File: config.mk
export PLATFORM = sky130hd
export DESIGN_NAME = alu_issue_unit_flat
export DESIGN_NICKNAME = d
export VERILOG_FILES = /design/src/rtl/alu_issue_unit_if.sv /design/src/rtl/alu_issue_unit.sv /design/src/flat_wrapper.sv
export SDC_FILE = /design/constraint.sdc
export NUM_CORES = 1
export LEC_CHECK = 0
export CAP_MARGIN = 40
export CORE_MARGIN = 1
export CORE_UTILIZATION = 55
export CTS_CLUSTER_DIAMETER = 120
export DETAILED_ROUTE_END_ITERATION = 8
export DONT_BUFFER_PORTS = 1
export PLACE_DENSITY = 0.68
export SYNTH_ARGS = -nofsm -noshare
export SYNTH_HDL_FRONTEND = slang
export SYNTH_SLANG_ARGS = --single-unit
File: constraint.sdc
create_clock -name clk -period 10.01 [get_ports clk]
set_clock_uncertainty 0.1 [all_clocks]
set_input_delay 2.002 -clock clk [delete_from_list [all_inputs] [get_ports clk]]
set_output_delay 2.002 -clock clk [all_outputs]
set_load 0.02 [all_outputs]
File: src/rtl/alu_issue_unit_if.sv
// Reservation-station issue and CDB result bus for alu_issue_unit.
// The master modport is the issue unit; the slave modport is the surrounding pipeline.
interface alu_issue_unit_if #(
  parameter int unsigned NUM_RS = 4,
  parameter int unsigned XLEN   = 32,
  parameter int unsigned ROB_W  = 4
);
  logic                      mispredicted;
  logic [NUM_RS-1:0]         rs_valid;
  logic [3*NUM_RS-1:0]       rs_alu_op;
  logic [ROB_W*NUM_RS-1:0]   rs_rob;
  logic [XLEN*NUM_RS-1:0]    rs_src1;
  logic [XLEN*NUM_RS-1:0]    rs_src2;
  logic [NUM_RS-1:0]         consumed;
  logic                      cdb_req;
  logic                      cdb_grant;
  logic [ROB_W-1:0]          cdb_rob;
  logic [XLEN-1:0]           cdb_result;
  logic                      unit_busy;

  modport master (
    input  mispredicted, rs_valid, rs_alu_op, rs_rob, rs_src1, rs_src2, cdb_grant,
    output consumed, cdb_req, cdb_rob, cdb_result, unit_busy
  );

  modport slave (
    output mispredicted, rs_valid, rs_alu_op, rs_rob, rs_src1, rs_src2, cdb_grant,
    input  consumed, cdb_req, cdb_rob, cdb_result, unit_busy
  );
endinterface

File: src/rtl/alu_issue_unit.sv
// Two-stage ALU issue unit: round-robin pick from reservation stations,
// E1 operand capture, E2 result register held until the CDB grants it.
module alu_issue_unit #(
  parameter int unsigned NUM_RS = 4,
  parameter int unsigned XLEN   = 32,
  parameter int unsigned ROB_W  = 4
) (
  input  logic             clk,
  input  logic             reset,
  alu_issue_unit_if.master bus
);
  localparam int unsigned PTR_W = (NUM_RS > 1) ? $clog2(NUM_RS) : 1;

  typedef enum logic [2:0] {
    OP_ADD = 3'b000,
    OP_SUB = 3'b001,
    OP_AND = 3'b010,
    OP_OR  = 3'b011,
    OP_XOR = 3'b100,
    OP_SLL = 3'b101,
    OP_SRL = 3'b110,
    OP_SLT = 3'b111
  } alu_op_e;

  logic [2:0]       op_arr   [NUM_RS];
  logic [ROB_W-1:0] rob_arr  [NUM_RS];
  logic [XLEN-1:0]  src1_arr [NUM_RS];
  logic [XLEN-1:0]  src2_arr [NUM_RS];

  for (genvar g = 0; g < NUM_RS; g++) begin : g_unpack
    assign op_arr[g]   = bus.rs_alu_op[3*g +: 3];
    assign rob_arr[g]  = bus.rs_rob[ROB_W*g +: ROB_W];
    assign src1_arr[g] = bus.rs_src1[XLEN*g +: XLEN];
    assign src2_arr[g] = bus.rs_src2[XLEN*g +: XLEN];
  end

  logic             e1_valid;
  alu_op_e          e1_op;
  logic [ROB_W-1:0] e1_rob;
  logic [XLEN-1:0]  e1_src1;
  logic [XLEN-1:0]  e1_src2;
  logic             e2_valid;
  logic [ROB_W-1:0] e2_rob;
  logic [XLEN-1:0]  e2_result;
  logic [PTR_W-1:0] rr_ptr;

  logic             found;
  logic [PTR_W-1:0] win_idx;
  logic [PTR_W-1:0] next_ptr;
  logic             e2_adv;
  logic             e1_move;
  logic             issue;
  logic [XLEN-1:0]  alu_result;
  logic [4:0]       shamt;

  // Scan NUM_RS slots starting at rr_ptr; the first ready slot wins.
  always_comb begin
    int unsigned idx;
    logic [PTR_W-1:0] sel;
    found   = 1'b0;
    win_idx = '0;
    idx     = 0;
    sel     = '0;
    for (int unsigned k = 0; k < NUM_RS; k++) begin
      idx = (32'(rr_ptr) + k) % NUM_RS;
      sel = PTR_W'(idx);
      if (!found && bus.rs_valid[sel]) begin
        found   = 1'b1;
        win_idx = sel;
      end
    end
  end

  assign next_ptr = (win_idx == PTR_W'(NUM_RS - 1)) ? '0 : win_idx + 1'b1;
  assign e2_adv   = !e2_valid || bus.cdb_grant;
  assign e1_move  = e1_valid && e2_adv;
  assign issue    = found && (!e1_valid || e1_move) && !bus.mispredicted && !reset;

  always_comb begin
    bus.consumed = '0;
    if (issue) bus.consumed[win_idx] = 1'b1;
  end

  assign shamt = e1_src2[4:0];

  always_comb begin
    alu_result = '0;
    case (e1_op)
      OP_ADD:  alu_result = e1_src1 + e1_src2;
      OP_SUB:  alu_result = e1_src1 - e1_src2;
      OP_AND:  alu_result = e1_src1 & e1_src2;
      OP_OR:   alu_result = e1_src1 | e1_src2;
      OP_XOR:  alu_result = e1_src1 ^ e1_src2;
      OP_SLL:  alu_result = e1_src1 << shamt;
      OP_SRL:  alu_result = e1_src1 >> shamt;
      OP_SLT:  alu_result = XLEN'($signed(e1_src1) < $signed(e1_src2));
      default: alu_result = '0;
    endcase
  end

  always_ff @(posedge clk) begin
    if (reset) begin
      e1_valid  <= 1'b0;
      e1_op     <= OP_ADD;
      e1_rob    <= '0;
      e1_src1   <= '0;
      e1_src2   <= '0;
      e2_valid  <= 1'b0;
      e2_rob    <= '0;
      e2_result <= '0;
      rr_ptr    <= '0;
    end else if (bus.mispredicted) begin
      // Flush drops both stages; rr_ptr is architectural fairness state and survives.
      e1_valid <= 1'b0;
      e2_valid <= 1'b0;
    end else begin
      if (e2_adv) begin
        e2_valid <= e1_valid;
        if (e1_valid) begin
          e2_rob    <= e1_rob;
          e2_result <= alu_result;
        end
      end
      if (issue) begin
        e1_valid <= 1'b1;
        e1_op    <= alu_op_e'(op_arr[win_idx]);
        e1_rob   <= rob_arr[win_idx];
        e1_src1  <= src1_arr[win_idx];
        e1_src2  <= src2_arr[win_idx];
        rr_ptr   <= next_ptr;
      end else if (e1_move) begin
        e1_valid <= 1'b0;
      end
    end
  end

  assign bus.cdb_req    = e2_valid;
  assign bus.cdb_rob    = e2_valid ? e2_rob : '0;
  assign bus.cdb_result = e2_valid ? e2_result : '0;
  assign bus.unit_busy  = e1_valid || e2_valid;
endmodule

File: src/flat_wrapper.sv
// flat-port wrapper written by rule: the top's interface ports become plain ports
module alu_issue_unit_flat 
#(
  parameter int unsigned NUM_RS = 4,
  parameter int unsigned XLEN   = 32,
  parameter int unsigned ROB_W  = 4
)
  (clk, reset, bus_mispredicted, bus_rs_valid, bus_rs_alu_op, bus_rs_rob, bus_rs_src1, bus_rs_src2, bus_cdb_grant, bus_consumed, bus_cdb_req, bus_cdb_rob, bus_cdb_result, bus_unit_busy);
  alu_issue_unit_if #(.NUM_RS(NUM_RS), .XLEN(XLEN), .ROB_W(ROB_W)) bus_i ();
  input  logic clk;
  input  logic reset;
  input wire logic [$bits(bus_i.mispredicted)-1:0] bus_mispredicted;
  input wire logic [$bits(bus_i.rs_valid)-1:0] bus_rs_valid;
  input wire logic [$bits(bus_i.rs_alu_op)-1:0] bus_rs_alu_op;
  input wire logic [$bits(bus_i.rs_rob)-1:0] bus_rs_rob;
  input wire logic [$bits(bus_i.rs_src1)-1:0] bus_rs_src1;
  input wire logic [$bits(bus_i.rs_src2)-1:0] bus_rs_src2;
  input wire logic [$bits(bus_i.cdb_grant)-1:0] bus_cdb_grant;
  output wire logic [$bits(bus_i.consumed)-1:0] bus_consumed;
  output wire logic [$bits(bus_i.cdb_req)-1:0] bus_cdb_req;
  output wire logic [$bits(bus_i.cdb_rob)-1:0] bus_cdb_rob;
  output wire logic [$bits(bus_i.cdb_result)-1:0] bus_cdb_result;
  output wire logic [$bits(bus_i.unit_busy)-1:0] bus_unit_busy;
  assign bus_i.mispredicted = bus_mispredicted;
  assign bus_i.rs_valid = bus_rs_valid;
  assign bus_i.rs_alu_op = bus_rs_alu_op;
  assign bus_i.rs_rob = bus_rs_rob;
  assign bus_i.rs_src1 = bus_rs_src1;
  assign bus_i.rs_src2 = bus_rs_src2;
  assign bus_i.cdb_grant = bus_cdb_grant;
  assign bus_consumed = bus_i.consumed;
  assign bus_cdb_req = bus_i.cdb_req;
  assign bus_cdb_rob = bus_i.cdb_rob;
  assign bus_cdb_result = bus_i.cdb_result;
  assign bus_unit_busy = bus_i.unit_busy;
  alu_issue_unit #(.NUM_RS(NUM_RS), .XLEN(XLEN), .ROB_W(ROB_W)) u_core (.clk(clk), .reset(reset), .bus(bus_i));
endmodule
# [Word-level counts from Yosys, hierarchy flattened]
# Cells that the tools add are included.
[word_totals] ff_bits=111 latch_bits=0 mem_bits_rw=0 romBits=0 inputBits=292 elab_cells=98 n_memories=0
[classes] addsub=6 multipliers=0 div=0 n_lt_le_gt_ge=8 eq_ne=8 shift=2 mux=37 bitwise=5 n_reduce_logical=23
[ops] operator="$pmux 32 s8" n=1
[ops] operator="$mux 32" n=5
[ops] operator="$bmux 32 s2" n=2
[ops] operator="$add 32x32->32" n=1
[ops] operator="$and 32x32->32" n=1
[ops] operator="$lt 32x32->1" n=1
[ops] operator="$or 32x32->32" n=1
[ops] operator="$shl 32x5->32" n=1
[ops] operator="$shr 32x5->32" n=1
[ops] operator="$sub 32x32->32" n=1
[ops] operator="$xor 32x32->32" n=1
[ops] operator="$mux 4" n=4
[ops] operator="$lt 2x3->1 const B" n=5
[ops] operator="$eq 3x3->1 const B" n=4
[ops] operator="$mux 1" n=11
[ops] operator="$mux 2" n=5
[ops] operator="$bmux 1 s2" n=4
[ops] operator="$bmux 4 s2" n=1
[ops] operator="$logic_and 1x1->1" n=8
[ops] operator="$logic_not 1->1" n=7
[ops] operator="$bmux 3 s2" n=1
[ops] operator="$eq 3x2->1 const B" n=2
[ops] operator="$mux 3" n=2
[ops] operator="$add 2x1->2 const B" n=2
[ops] operator="other kinds (14)" n=17

# [Logic depth before layout (Yosys ltp)]
[logic_depth] word_depth=17 depth_mapped=16

# [Worst setup path before layout]
# OpenSTA, ideal clock, no wires.
[synth_path] kind="input -> output" from="input bus_rs_valid[0]" to="output bus_consumed[0]" t_arrival_ns=3.723 setup_slack_ns=4.185 cell_stages=10 n_path_buf=3 path_cell_list="nor2b_1 a21oi_1 nor2_1 a211o_1 clkbuf_1 clkbuf_1 clkbuf_1 ha_1 inv_1 nor2_1"
[synth_between] elab_chain_len=17
[synth_rtl] element="from (decl)" line="flat_wrapper.sv:13" text="input wire logic [$bits(bus_i.rs_valid)-1:0] bus_rs_valid;"
[synth_rtl] element="$bmux 1 s2" line="alu_issue_unit.sv:67" text="if (!found && bus.rs_valid[sel]) begin"
[synth_rtl] element="$mux 1 (implied by the code)" line="alu_issue_unit.sv:67"
[synth_rtl] element="$mux 1" line="alu_issue_unit.sv:67"
[synth_rtl] element="$logic_not 1->1" line="alu_issue_unit.sv:67"
[synth_rtl] element="$logic_and 1x1->1" line="alu_issue_unit.sv:67"
[synth_rtl] element="$mux 1" line="alu_issue_unit.sv:67"
[synth_rtl] element="$logic_not 1->1" line="alu_issue_unit.sv:67"
[synth_rtl] element="$logic_and 1x1->1" line="alu_issue_unit.sv:67"
[synth_rtl] element="$mux 1" line="alu_issue_unit.sv:67"
[synth_rtl] element="$logic_not 1->1" line="alu_issue_unit.sv:67"
[synth_rtl] element="$logic_and 1x1->1" line="alu_issue_unit.sv:67"
[synth_rtl] element="$mux 2" line="alu_issue_unit.sv:67"
[synth_rtl] element="$lt 2x3->1 (implied by the code) / $ge 2x1->1 (equally long branches)" line="alu_issue_unit.sv:81" text="if (issue) bus.consumed[win_idx] = 1'b1;"
[synth_rtl] element="$logic_and 1x1->1 (implied by the code)" line="alu_issue_unit.sv:81"
[synth_rtl] element="$mux 1 (implied by the code)" line="alu_issue_unit.sv:81"
[synth_rtl] element="$demux 1 s2"
[synth_rtl] element="$mux 4 (*)" line="alu_issue_unit.sv:81"
[synth_rtl] element="to (decl)" line="flat_wrapper.sv:19" text="output wire logic [$bits(bus_i.consumed)-1:0] bus_consumed;"
# Mark *: on every way between the ends. The rest lies on a longest branch, timed or not. The select of a mux whose other input is x is not followed.

# [Worst setup path after layout]
# Ends and elaborated chain as after synthesis.

==> results_dict.tcl <==
set metrics [dict create \
    synth_cells 2243 \
    antenna_found_initial 6 \
    synthTopCellsByArea "dfxtp_1, nand2_1, ha_1" \
    cts_tree "done" \
    clock_latency_ps 380 \
    grt_pass1_vias 15216 \
    cts_sinks 111 \
    grt_max_degree 114 \
    nFillCells 2540 \
    cp-start-kind "input pin" \
    drt_iter0_drc 2906 \
    rsz0062_at_grt "false" \
    maxSlewHeadroom_pct 33.10 \
    crit_type "in2out" \
    instances_no_fill 2428 \
    hold_buffers 0 \
    core_mm2 0.02635 \
    synthXorXnorAreaFrac_pct 0.7612 \
    vias 17466 \
    synth-compound-area-share_pct 30.55 \
    ios 334 \
    clock_path_buffers 2 \
    arrival_ps 4220 \
    finalSetupViolCount 0 \
    cp-end-kind "primary output" \
    syn-num-nets 2638 \
    synth_area_per_cell_um2 6.669 \
    syn_area_mm2 0.01496 \
    syn_to_final_growth_pct 1.472 \
    std_cell_rows 59 \
    grt_pass1_wl_um 95590 \
    cts_buffers 9 \
    cts_root_buf "clkbuf_16" \
    wirelength_um 65110 \
    drive_gt1_share_pct 5.835 \
    yosysWarnings 0 \
    fin_crit_sh_pct 63.19 \
    netlist.area_leader.share_pct 14.86 \
    hold_viol 0 \
    synth_top_family_by_area "compound AO/OA/AOI/OAI gates" \
    wl_per_cell_um 26.82 \
    drt-pass1-iter-count 7 \
    hp-class "reg2reg" \
    maxCapViolations 0 \
    synth_seq_area_share_pct 14.86 \
    dpl.hpwl_um 50120 \
    synth_common_cells "nand2_1, nor2_1, a21oi_1, clkbuf_1, dfxtp_1" \
    ys.flop_type "dfxtp_1" \
    synth-seq-cells 111 \
    p_leak_uw 0.005793 \
    path_max_fanout 110 \
    cts_resized 0 \
    fmax_mhz 158.1 \
    status "finished, final reports clean" \
    die_area_mm2 0.02786 \
    synth_top_area_cell "dfxtp_1" \
    clock_tree.htree_level_count 3 \
    synthArstFlopShare_pct 0 \
    cp.required_ps 7910 \
    drc 0 \
    synth_edf_count 0 \
    yosys.area_share.simple_pct 27.62 \
    place_inst 2409 \
    dieHeight_um 166.9 \
    start_util_pct 56.76 \
    path_clk_slew_ps 90 \
    vias_per_cell 7.194 \
    yosysMostFrequentCell "nand2_1" \
    post_cts.repair.setup_buffers 0 \
    synthMuxAreaShare_pct 9.268 \
    final_antenna_net_count 0 \
    dieWidth_um 166.9 \
    grt_overflow 0 \
    power.density_mw_per_mm2 117.7 \
    fin_nets 2481 \
    finalMaxSlewViolations 0 \
    synth_cell_types 83 \
    min_period_ps 6325 \
    synth-adder-area-share_pct 8.783 \
    portBuffers 0 \
    worst_slew_pin_slew_ps 990.9 \
    ir_drop_v 0.00007009 \
    grt_usage_pct 45.01 \
    fin_setup_tns_ps 0 \
    gp_congestion 1.052 \
]
## power by group
| part | leakage (µW) | switching, µW | total (µW) | internal [µW] |
|---|---|---|---|---|
| clock | 0.000147 | 203 | 380 | 177 |
| combinational | 0.00474 | 570 | 869 | 299 |
| sequential | 0.000908 | 68.1 | 538 | 469 |
## per-stage QoR
stage	power (µW)	cell area [µm²]	hold slack, ps	utilization (%)	setup WS (ps)
2_1_floorplan	1145	14960	327.3	-	4185
3_3_place_gp	1356	14820	330.6	56.23	3720
3_5_place_dp	1372	14860	337.3	56.39	3724
4_1_cts	1746	15160	348.4	57.53	3706
5_1_grt	1864	15180	378.7	57.59	3513
6_report	1787	15180	351.0	57.59	3685
## per-layer routing
layer	up-vias	routed length, µm	track usage (%)
li1	7742	-	-
met1	8193	26500	63.36
met2	1314	26700	66.64
met3	213	8844	9.933
met4	4	3030	16.75
met5	-	26	0
## cell usage in the layout (no fill, tap or decap), types with 37 or more instances in the layout
cell type / count
and3_1: 81
nor3_1: 37
a211oi_1: 40
nor2_1: 245
nand2_1: 421
mux2i_1: 53
inv_1: 100
dfxtp_1: 107
o21ai_0: 89
a21oi_1: 218
and2_1: 41
a311oi_1: 81
nand3_1: 38
ha_1: 101
## critical path: stages
cell and delay (ps):
nor2b_1 150, a21oi_1 70, nor2_1 120, a211o_4 370, buf_4 820, ha_1 280, inv_1 40, nor2_1 360
## final timing paths
kind	from	end	slack, ps	cells after the start
min	u_core.e2_rob[3]$_SDFFE_PP0P_	u_core.e2_rob[3]$_SDFFE_PP0P_	350	2
max	bus_rs_valid[0]	bus_consumed[0]	3690	8
min reg2reg	u_core.e2_rob[3]$_SDFFE_PP0P_	u_core.e2_rob[3]$_SDFFE_PP0P_	350	2
max reg2reg	u_core.e1_src2[2]$_SDFFE_PP0P_	u_core.e2_result[28]$_SDFFE_PP0P_	5300	12
## kinds of logic after synthesis
logic type | count (synthesis)
xor+xnor | 13
fa+ha+maj | 104
compound gates | 676
simple gates | 935
buf+inv | 306
flops | 111
mux | 98
## state kept, by name, summed over array words and instances, names as in the netlist
signal              flops
u_core.e1_rob           4
u_core.e1_src1         32
u_core.e1_valid         1
u_core.rr_ptr           2
u_core.e1_src2         32
u_core.e1_op            3
u_core.e2_result       32
u_core.bus.cdb_req      1
u_core.e2_rob           4
## area by class of cell
cell class                 instances  area, µm²  area share (%)
multi-input combinational       1826      11560           76.18
inverter                         105      396.6           2.613
tap                              335      419.2           2.762
antenna                            2      5.005         0.03297
sequential                       111       2230           14.69
clock inverter                     7      75.07          0.4946
timing repair buffer              33      265.3           1.748
clock buffer                       9      225.2           1.484
No activity file was read; power rests on OpenSTA's default activity.
